`src/rtl/cast5_fround_if.sv`:
```
// Upstream handshake, S-box ROM port and downstream result signals of the CAST5 f stage.
// The slave modport is the f stage itself; master is the surrounding logic / ROMs.
interface cast5_fround_if;
  logic        in_valid;
  logic        in_ready;
  logic [1:0]  in_type;
  logic [31:0] in_d;
  logic [31:0] in_km;
  logic [4:0]  in_kr;

  logic        s_en;
  logic [7:0]  s1_addr;
  logic [7:0]  s2_addr;
  logic [7:0]  s3_addr;
  logic [7:0]  s4_addr;
  logic [31:0] s1_data;
  logic [31:0] s2_data;
  logic [31:0] s3_data;
  logic [31:0] s4_data;

  logic        out_valid;
  logic        out_ready;
  logic [31:0] out_f;

  modport master (
    output in_valid, in_type, in_d, in_km, in_kr,
    input  in_ready,
    input  s_en, s1_addr, s2_addr, s3_addr, s4_addr,
    output s1_data, s2_data, s3_data, s4_data,
    input  out_valid, out_f,
    output out_ready
  );

  modport slave (
    input  in_valid, in_type, in_d, in_km, in_kr,
    output in_ready,
    output s_en, s1_addr, s2_addr, s3_addr, s4_addr,
    input  s1_data, s2_data, s3_data, s4_data,
    output out_valid, out_f,
    input  out_ready
  );
endinterface

```
`src/rtl/cast5_fround.sv`:
```
// CAST5 round function f: I = (Km op D) <<< Kr, S-box lookups on the bytes of I,
// then the per-type S-box combine. One op per clock, whole pipe stalls together.
module cast5_fround #(
  parameter bit PIPE_I = 1'b1
) (
  input  logic          clk,
  input  logic          rst,
  cast5_fround_if.slave bus
);

  typedef enum logic [1:0] {
    RT_TYPE1 = 2'b00,
    RT_TYPE2 = 2'b01,
    RT_TYPE3 = 2'b10,
    RT_RSVD  = 2'b11
  } rtype_e;

  function automatic logic [31:0] cast5_rol(input logic [4:0] kr, input logic [31:0] x);
    logic [63:0] w;
    w = {x, x} << kr;
    return w[63:32];
  endfunction

  // Reserved type falls through to the type1 arithmetic.
  function automatic logic [31:0] mask_op(input rtype_e t, input logic [31:0] d,
                                          input logic [31:0] km);
    logic [31:0] r;
    case (t)
      RT_TYPE2: r = km ^ d;
      RT_TYPE3: r = km - d;
      default:  r = km + d;
    endcase
    return r;
  endfunction

  function automatic logic [31:0] combine(input rtype_e t,
                                          input logic [31:0] s1, input logic [31:0] s2,
                                          input logic [31:0] s3, input logic [31:0] s4);
    logic [31:0] r;
    case (t)
      RT_TYPE2: r = ((s1 - s2) + s3) ^ s4;
      RT_TYPE3: r = ((s1 + s2) ^ s3) - s4;
      default:  r = ((s1 ^ s2) - s3) + s4;
    endcase
    return r;
  endfunction

  logic        adv;
  logic        accept;
  logic [31:0] i_comb;

  logic        iss_valid;
  rtype_e      iss_type;
  logic [31:0] iss_i;
  logic        s_en;

  logic        b_valid;
  rtype_e      b_type;
  logic        out_valid_r;
  logic [31:0] out_f_r;

  assign adv          = !out_valid_r | bus.out_ready;
  assign accept       = bus.in_valid & adv;
  assign bus.in_ready = adv;
  assign i_comb       = cast5_rol(bus.in_kr, mask_op(rtype_e'(bus.in_type), bus.in_d, bus.in_km));

  generate
    if (PIPE_I) begin : g_pipe_i
      logic        a_valid;
      rtype_e      a_type;
      logic [31:0] a_i;

      always_ff @(posedge clk) begin
        if (rst) begin
          a_valid <= 1'b0;
          a_type  <= RT_TYPE1;
          a_i     <= '0;
        end else if (adv) begin
          a_valid <= bus.in_valid;
          if (accept) begin
            a_type <= rtype_e'(bus.in_type);
            a_i    <= i_comb;
          end
        end
      end

      assign iss_valid = a_valid;
      assign iss_type  = a_type;
      assign iss_i     = a_i;
      assign s_en      = adv & a_valid;
    end else begin : g_direct_i
      assign iss_valid = bus.in_valid;
      assign iss_type  = rtype_e'(bus.in_type);
      assign iss_i     = i_comb;
      assign s_en      = accept;
    end
  endgenerate

  assign bus.s_en    = s_en;
  assign bus.s1_addr = iss_i[31:24];
  assign bus.s2_addr = iss_i[23:16];
  assign bus.s3_addr = iss_i[15:8];
  assign bus.s4_addr = iss_i[7:0];

  // ROM data is only read on advance; during a stall s_en is low so the ROMs hold it.
  always_ff @(posedge clk) begin
    if (rst) begin
      b_valid     <= 1'b0;
      b_type      <= RT_TYPE1;
      out_valid_r <= 1'b0;
      out_f_r     <= '0;
    end else if (adv) begin
      b_valid     <= iss_valid;
      b_type      <= iss_type;
      out_valid_r <= b_valid;
      if (b_valid) begin
        out_f_r <= combine(b_type, bus.s1_data, bus.s2_data, bus.s3_data, bus.s4_data);
      end
    end
  end

  assign bus.out_valid = out_valid_r;
  assign bus.out_f     = out_f_r;

endmodule

```
`src/flat_wrapper.sv`:
```
// flat-port wrapper written by rule: the top's interface ports become plain ports
module cast5_fround_flat 
#(
  parameter bit PIPE_I = 1'b1
)
  (clk, rst, bus_in_valid, bus_in_type, bus_in_d, bus_in_km, bus_in_kr, bus_in_ready, bus_s_en, bus_s1_addr, bus_s2_addr, bus_s3_addr, bus_s4_addr, bus_s1_data, bus_s2_data, bus_s3_data, bus_s4_data, bus_out_valid, bus_out_f, bus_out_ready);
  cast5_fround_if bus_i ();
  input  logic clk;
  input  logic rst;
  input wire logic [$bits(bus_i.in_valid)-1:0] bus_in_valid;
  input wire logic [$bits(bus_i.in_type)-1:0] bus_in_type;
  input wire logic [$bits(bus_i.in_d)-1:0] bus_in_d;
  input wire logic [$bits(bus_i.in_km)-1:0] bus_in_km;
  input wire logic [$bits(bus_i.in_kr)-1:0] bus_in_kr;
  output wire logic [$bits(bus_i.in_ready)-1:0] bus_in_ready;
  output wire logic [$bits(bus_i.s_en)-1:0] bus_s_en;
  output wire logic [$bits(bus_i.s1_addr)-1:0] bus_s1_addr;
  output wire logic [$bits(bus_i.s2_addr)-1:0] bus_s2_addr;
  output wire logic [$bits(bus_i.s3_addr)-1:0] bus_s3_addr;
  output wire logic [$bits(bus_i.s4_addr)-1:0] bus_s4_addr;
  input wire logic [$bits(bus_i.s1_data)-1:0] bus_s1_data;
  input wire logic [$bits(bus_i.s2_data)-1:0] bus_s2_data;
  input wire logic [$bits(bus_i.s3_data)-1:0] bus_s3_data;
  input wire logic [$bits(bus_i.s4_data)-1:0] bus_s4_data;
  output wire logic [$bits(bus_i.out_valid)-1:0] bus_out_valid;
  output wire logic [$bits(bus_i.out_f)-1:0] bus_out_f;
  input wire logic [$bits(bus_i.out_ready)-1:0] bus_out_ready;
  assign bus_i.in_valid = bus_in_valid;
  assign bus_i.in_type = bus_in_type;
  assign bus_i.in_d = bus_in_d;
  assign bus_i.in_km = bus_in_km;
  assign bus_i.in_kr = bus_in_kr;
  assign bus_in_ready = bus_i.in_ready;
  assign bus_s_en = bus_i.s_en;
  assign bus_s1_addr = bus_i.s1_addr;
  assign bus_s2_addr = bus_i.s2_addr;
  assign bus_s3_addr = bus_i.s3_addr;
  assign bus_s4_addr = bus_i.s4_addr;
  assign bus_i.s1_data = bus_s1_data;
  assign bus_i.s2_data = bus_s2_data;
  assign bus_i.s3_data = bus_s3_data;
  assign bus_i.s4_data = bus_s4_data;
  assign bus_out_valid = bus_i.out_valid;
  assign bus_out_f = bus_i.out_f;
  assign bus_i.out_ready = bus_out_ready;
  cast5_fround #(.PIPE_I(PIPE_I)) u_core (.clk(clk), .rst(rst), .bus(bus_i));
endmodule
```
`config.mk`:
```
export PLATFORM = sky130hd
export DESIGN_NAME = cast5_fround_flat
export DESIGN_NICKNAME = d
export VERILOG_FILES = /design/src/rtl/cast5_fround_if.sv /design/src/rtl/cast5_fround.sv /design/src/flat_wrapper.sv
export SDC_FILE = /design/constraint.sdc
export NUM_CORES = 1
export LEC_CHECK = 0
export CORE_MARGIN = 2
export CORE_UTILIZATION = 40
export CTS_BUF_LIST = sky130_fd_sc_hd__clkbuf_16
export DETAILED_ROUTE_END_ITERATION = 10
export PLACE_DENSITY_LB_ADDON = 0.15
export RECOVER_POWER = 50
export SLEW_MARGIN = 0
export SYNTH_ARGS = -nofsm -noshare
export SYNTH_HDL_FRONTEND = slang
export SYNTH_SLANG_ARGS = --single-unit
```
`constraint.sdc`:
```
create_clock -name clk -period 6.05 [get_ports clk]
set_input_delay 1.5125 -clock clk [delete_from_list [all_inputs] [get_ports clk]]
set_output_delay 1.5125 -clock clk [all_outputs]
set_load 0.1 [all_outputs]
```
==> results of run 1 <==
==> power groups by stage <==
stage | Combinational, uW | Clock (uW) | Sequential (uW)
after floorplan | 2380 | 0 | 842
after global placement | 4120 | 0 | 555
after detailed placement | 4150 | 0 | 557
after CTS | 4250 | 643 | 547
after global routing | 4800 | 667 | 548
final | 4440 | 636 | 544
==> routing by layer <==
metal	GRT usage (%)	vias up	part of all wire, %
met3	2.46	84	5.0
met5	0	-	0
met4	6.83	0	2.1
li1	-	9883	-
met1	38.5	9665	45
met2	49.0	626	47
==> cells in the mapped netlist (all sizes together), types with 12 or more instances <==
master / instances / area share, %
inv: 269 / 5.7
a21oi: 202 / 5.8
nand2: 194 / 4.1
nor2: 170 / 3.6
ha: 160 / 11
xnor2: 152 / 7.5
o21ai: 115 / 3.2
xor2: 92 / 4.5
clkbuf: 91 / 2.6
a21o: 85 / 3.6
dfxtp: 71 / 8.0
fa: 65 / 7.3
nand3: 60 / 1.7
nor3: 55 / 1.6
a211oi: 40 / 1.8
mux2i: 35 / 2.0
a31oi: 29 / 1.1
o21a: 28 / 1.2
a221oi: 27 / 1.3
nand4: 27 / 0.95
and3: 25 / 0.88
or3: 25 / 0.94
nand2b: 24 / 0.84
o211ai: 24 / 1.1
and2: 21 / 0.74
nor2b: 21 / 0.74
o21bai: 21 / 0.91
o31ai: 20 / 0.84
o221ai: 19 / 0.93
mux2: 17 / 1.1
a211o: 15 / 0.74
o22ai: 13 / 0.46
a2111oi: 12 / 0.63
==> through the flow <==
stage	worst slack, ns	std cells	total power, uW	hold slack, ns	util, %
6_report	0.0179	3586	5620	0.456	56.2
3_5_place_dp	-1.01	3547	4710	0.451	53.3
2_1_floorplan	0.0552	2420	3220	0.437	-
5_1_grt	-0.228	3586	6010	0.479	56.2
3_3_place_gp	-0.977	3547	4670	0.447	53.3
4_1_cts	-0.111	3574	5440	0.460	54.9
==> layout make-up <==
| class | instances | area (um^2) | area share [%] |
|---|---|---|---|
| Sequential cell | 71 | 1420 | 5.73 |
| Clock buffer | 9 | 225 | 0.909 |
| Multi-Input combinational cell | 1975 | 15600 | 63.0 |
| Clock inverter | 7 | 113 | 0.454 |
| Inverter | 271 | 1020 | 4.10 |
| Timing Repair Buffer | 661 | 5640 | 22.8 |
| Tap cell | 592 | 741 | 2.99 |
==> critical path: stages <==
cell and delay (ns):
clkdlybuf4s50_1 0.42, or4_1 0.58, or3_4 0.39, nor3_1 0.13
o21ai_0 0.12, xnor2_1 0.15, ha_1 0.31, buf_4 0.19
a21oi_1 0.28, nor2_1 0.11, o31ai_1 0.27, buf_4 0.16
o221a_2 0.27, buf_4 0.15, a311oi_1 0.12, a31o_1 0.31
mux4_2 0.49, o211ai_1 0.18, a21oi_1 0.08
==> cells by family (layout without fill, tap and decap cells) <==
group	count (synthesis)	in the layout	share of synthesized area, %
DFF	71	71	7.98
AOI/OAI and AO/OA	778	778	30.3
buffers and inverters	374	948	8.86
xor gates and xnor gates	244	244	12.0
and+or+nand+nor	667	667	18.1
adders and majority gates	225	225	18.5
muxes	61	61	4.20
==> sequential cells by signal, summed over array words and instances, names as in the netlist <==
| name | cells |
|---|---|
| u_core.b_type | 2 |
| u_core.b_valid | 1 |
| u_core.bus.out_f | 32 |
| u_core.bus.out_valid | 1 |
| u_core.g_pipe_i.a_i | 32 |
| u_core.g_pipe_i.a_type | 2 |
| u_core.g_pipe_i.a_valid | 1 |
==> worst paths after layout <==
path | start | to | slack [ns] | cells past startpoint
worst min-delay path | u_core.g_pipe_i.a_type[0] | u_core.g_pipe_i.a_type[0] | 0.46 | 2
worst max register to register | u_core.bus.out_valid | u_core.g_pipe_i.a_i[29] | 2.98 | 9
worst max-delay path | bus_in_d[18] | u_core.g_pipe_i.a_i[6] | 0.02 | 19
worst min register to register | u_core.g_pipe_i.a_type[0] | u_core.g_pipe_i.a_type[0] | 0.46 | 2
==> repair_timing <==
| item | CTS | global route |
|---|---|---|
| resized for setup | 95 | 113 |
| setup buffers | 12 | 13 |
| pin swaps | 46 | 71 |
| endpoints found under the setup margin | 45 | 43 |
| endpoints found under the hold margin | 0 | 0 |
| hold buffers | 0 | 0 |
==> impl_metrics.csv, run 1 <==
group,metric,value,unit
clock_tree,cts_tree,"built",
drt,drt_iter0_drc,1305,
timing,drv_slew,0,
floorplanning,die_h,215,um
timing,skew,0.0111,ns
layout,fillers,4290,
drt,antenna_left,0,
layout,most-common-layout-cells,"390 x buf_4, 265 x inv_1, 197 x clkdlybuf4s50_1",
drt,drc,0,
power_and_ir_drop,leakagePower,0.0114,uW
logic_synthesis,async_flop_share,0,%
drt,avgViaCountPerCell,5.65,
layout,antenna_cells,0,
floorplanning,initial_utilization,40.4,%
power_and_ir_drop,pwr-share-seq,9.7,%
critical_path,crit_path_end_kind,"flip-flop",
placed_design,port_buffers,269,
timing,min_period,6.03,ns
layout,area_growth,39.1,%
clock_tree,worst_setup_hold_path_clk_slew,0.06,ns
timing,setup_tns,0,ns
power_and_ir_drop,clkPwrFrac,11.3,%
global_route,grt_pass1_wl,107000,um
drt,vias,20258,
power_and_ir_drop,intPower,2870,uW
placed_design,placed_area,23500,um^2
run,cap_violations,0,
global_route,gr-usage-all-layers,28.5,%
layout,drive_above_1_share,20.4,%
layout,mostFrequentLayoutCell,"buf_4",
logic_synthesis,syn_inst,2420,
drt,wl_per_cell,19.1,um
layout,nets,3417,
placed_design,dpl.hpwl,56900,um
timing,clock.fmax,0.166,GHz
timing,worstMarginPinSlew,1.09,ns
floorplanning,die_width,215,um
logic_synthesis,synth-edff-count,0,
power_and_ir_drop,p_sw_share,48.9,%
drt,dr.pass1.iters,5,
critical_path,critPathArrivalTime,6.24,ns
logic_synthesis,ys_ff_latch,71,
global_route,antenna_found_initial,0,
logic_synthesis,synth.yosys.seq_area_share,7.98,%
clock_tree,numCtsBuffers,9,
timing,finalSetupViolCount,0,
logic_synthesis,ys.flop_type,"dfxtp_1",
placed_design,globalplace.congestion,0.926,
global_route,grt_max_degree,49,
logic_synthesis,ys_types,114,
critical_path,critical_path_class,"in -> reg",
logic_synthesis,syn_area,17800,um^2
clock_tree,cts_buffer_depth,2,
critical_path,cp.required,6.26,ns
clock_tree,clk_latency,0.36,ns
timing,hold_viol_final,0,
logic_synthesis,yosys_warnings,0,
floorplanning,rows,77,
floorplanning,num_io_pins,270,
global_route,grt_pass1_vias,19881,
global_route,grt-ovfl-total,0,
timing,slew_headroom,27.2,%
drt,wl,68400,um
layout,postLayoutCellArea,24800,um^2
power_and_ir_drop,p_switching,2750,uW
power_and_ir_drop,pwr-share-comb,79.0,%
clock_tree,cts_root_buf,"clkbuf_16",
power_and_ir_drop,ir_drop,150,uV
run_status,run_status,"finished, final reports clean",
floorplanning,die_area,46200,um^2
clock_tree,cts_max_level,3,
floorplanning,core,44100,um^2
logic_synthesis,synth_nets,2848,
critical_path,start_kind,"primary input",
worst_hold_path,min_path_type,"reg -> reg",
clock_tree,cts_sinks,71,
timing,post-route-period-util,99.7,%
critical_path,worst-path-max-fanout,11,
power_and_ir_drop,powerDensity,227,nW/um^2
logic_synthesis,syn_area_per_cell,7.36,um^2
timing,rsz0062_at_grt,"yes",
Note: power is estimated with default switching activity, not from simulation.
==> run 2: changes to the inputs <==
- MAX_ROUTING_LAYER: unset -> met4
==> impl_metrics.csv, run 2 (same netlist as run 1, synthesis figures left out) <==
group,metric,value,unit
critical_path,critPathArrivalTime,6.36,ns
floorplanning,die_h,215,um
critical_path,critical_path_class,"in -> reg",
drt,vias,20221,
global_route,antenna_found_initial,1,
critical_path,cp_cell_sequence,"buf_8, nor4_4, nand2b_4, nor3_4, nand2_2, or2_4, or3_4, o31ai_4, xor2_1, ha_1, a21o_1, o21bai_4, a21o_1, or3_4, o21a_1, o211ai_2, buf_6, mux2i_4, mux2i_4, a222oi_1, o21ai_1, o221a_2",
placed_design,placed_area,23600,um^2
floorplanning,core,44100,um^2
clock_tree,clk_latency,0.35,ns
drt,antenna_left,0,
floorplanning,rows,77,
global_route,grt-ovfl-total,0,
clock_tree,cts_root_buf,"clkbuf_16",
worst_hold_path,min_path_type,"reg -> reg",
timing,drv_slew,0,
drt,dr.pass1.iters,5,
critical_path,worst-path-max-fanout,3,
power_and_ir_drop,powerDensity,222,nW/um^2
drt,drt_iter0_drc,1358,
placed_design,dp.cells,3558,
placed_design,globalplace.congestion,0.961,
critical_path,cp.required,6.29,ns
layout,drive_above_1_share,21.1,%
layout,most-common-layout-cells,"399 x buf_4, 264 x inv_1, 198 x clkdlybuf4s50_1",
layout,nets,3430,
power_and_ir_drop,leakagePower,0.0115,uW
critical_path,crit_path_end_kind,"flip-flop",
layout,layoutNonFillerInstCount,3600,
timing,finalSetupViolCount,7,
critical_path,slowest_delay,0.44,ns
timing,min_period,6.12,ns
placed_design,place_ws,-0.999,ns
timing,worst_slack,-0.0726,ns
clock_tree,cts_tree,"built",
run_status,violations,"setup timing",
clock_tree,cts_buffer_depth,2,
timing,setup_tns,-0.198,ns
layout,seqCellArea,1420,um^2
timing,hold_viol_final,0,
clock_tree,cts_sinks,71,
run_status,run_status,"complete, but fails checks",
drt,wl,69300,um
drt,wl_per_cell,19.2,um
floorplanning,die_area,46200,um^2
layout,area_growth,40.2,%
clock_tree,worst_setup_hold_path_clk_slew,0.06,ns
critical_path,crit_buf_inv,2,
layout,mostFrequentLayoutCell,"buf_4",
timing,slew_headroom,26.9,%
timing,clock.fmax,0.163,GHz
placed_design,dpl.hpwl,57700,um
critical_path,rrSetupSlack,3.02,ns
layout,multiInputGateArea,15800,um^2
timing,post-route-period-util,101,%
placed_design,port_buffers,269,
global_route,grt_pass1_vias,20003,
drt,drc,0,
timing,rsz0062_at_grt,"yes",
critical_path,start_kind,"primary input",
power_and_ir_drop,ir_drop,145,uV
critical_path,crit_family,"compound AO/OA/AOI/OAI gates",
layout,postLayoutCellArea,25000,um^2
run,cap_violations,0,
clock_tree,cts_max_level,3,
timing,skew,0.00653,ns
timing,worstMarginPinSlew,1.09,ns
floorplanning,initial_utilization,40.4,%
layout,fillers,4411,
floorplanning,num_io_pins,270,
global_route,gr-usage-all-layers,29.9,%
clock_tree,numCtsBuffers,9,
global_route,grt_max_degree,48,
global_route,grt_pass1_wl,108000,um
floorplanning,die_width,215,um
drt,avgViaCountPerCell,5.62,
critical_path,cpMaxStageDelayCell,"a222oi_1",
-- run 2: cell types whose count changed in the layout (fill, tap and decap cells not counted), sizes merged, moves of 2 or more --
| cell | delta |
|---|---|
| bufinv | -3 |
| buf | +15 |
| clkinv | +2 |
| clkdlybuf4s15 | -2 |
-- run 2: final cells by class --
class / count / area share [%]
Multi-Input combinational cell: 1975 / 63.1
Clock buffer: 9 / 0.902
Timing Repair Buffer: 674 / 23.1
Antenna cell: 1 / 0.0100
Clock inverter: 7 / 0.195
Sequential cell: 71 / 5.69
Inverter: 271 / 4.07
Tap cell: 592 / 2.97
-- run 2: stage by stage --
step	power (uW)	hold slack (ns)	utilization, %
2_1_floorplan	3220	0.437	-
3_3_place_gp	4710	0.443	53.5
3_5_place_dp	4750	0.442	53.5
4_1_cts	5390	0.448	55.1
5_1_grt	5960	0.474	56.6
6_report	5560	0.443	56.6
-- run 2: power breakdown --
part	switching [uW]	total [uW]	internal, uW
registers	33.6	545	512
logic	2500	4490	1990
clock network	244	522	278
total	2780	5560	2780
-- run 2: path summary, 6_finish.rpt --
check,end,startpoint,cells after the start
hold / removal,u_core.g_pipe_i.a_i[16],u_core.g_pipe_i.a_i[16],2
hold reg to reg,u_core.g_pipe_i.a_i[16],u_core.g_pipe_i.a_i[16],2
setup / recovery,u_core.g_pipe_i.a_i[25],bus_in_d[6],22
setup reg to reg,u_core.g_pipe_i.a_i[29],u_core.bus.out_valid,9
-- run 2: per-layer routing --
metal / share of wire (%) / vias up / wire [um] / GRT usage (%)
li1: - / 9883 / - / -
met1: 46 / 9626 / 31800 / 39.8
met2: 47 / 608 / 32300 / 49.0
met3: 4.8 / 104 / 3300 / 2.26
met4: 2.7 / 0 / 1880 / 7.75
met5: 0 / - / 0 / -
-- run 2: worst register-to-register path, cell delays in order, from the launching register on --
cell and delay [ns]:
dfxtp_1 0.41, nor2b_1 0.52, clkinv_1 0.39, and2_1 0.26, buf_4 0.21, nor2_1 0.62
nand2_1 0.17, nand2_1 0.11, o221ai_1 0.11, a31oi_1 0.18
-- run 2: repair_timing --
item	in CTS	in global routing
pin swaps	44	81
hold buffers	0	0
gates resized for setup	117	116
setup endpoints to repair	44	43
buffers inserted	10	18
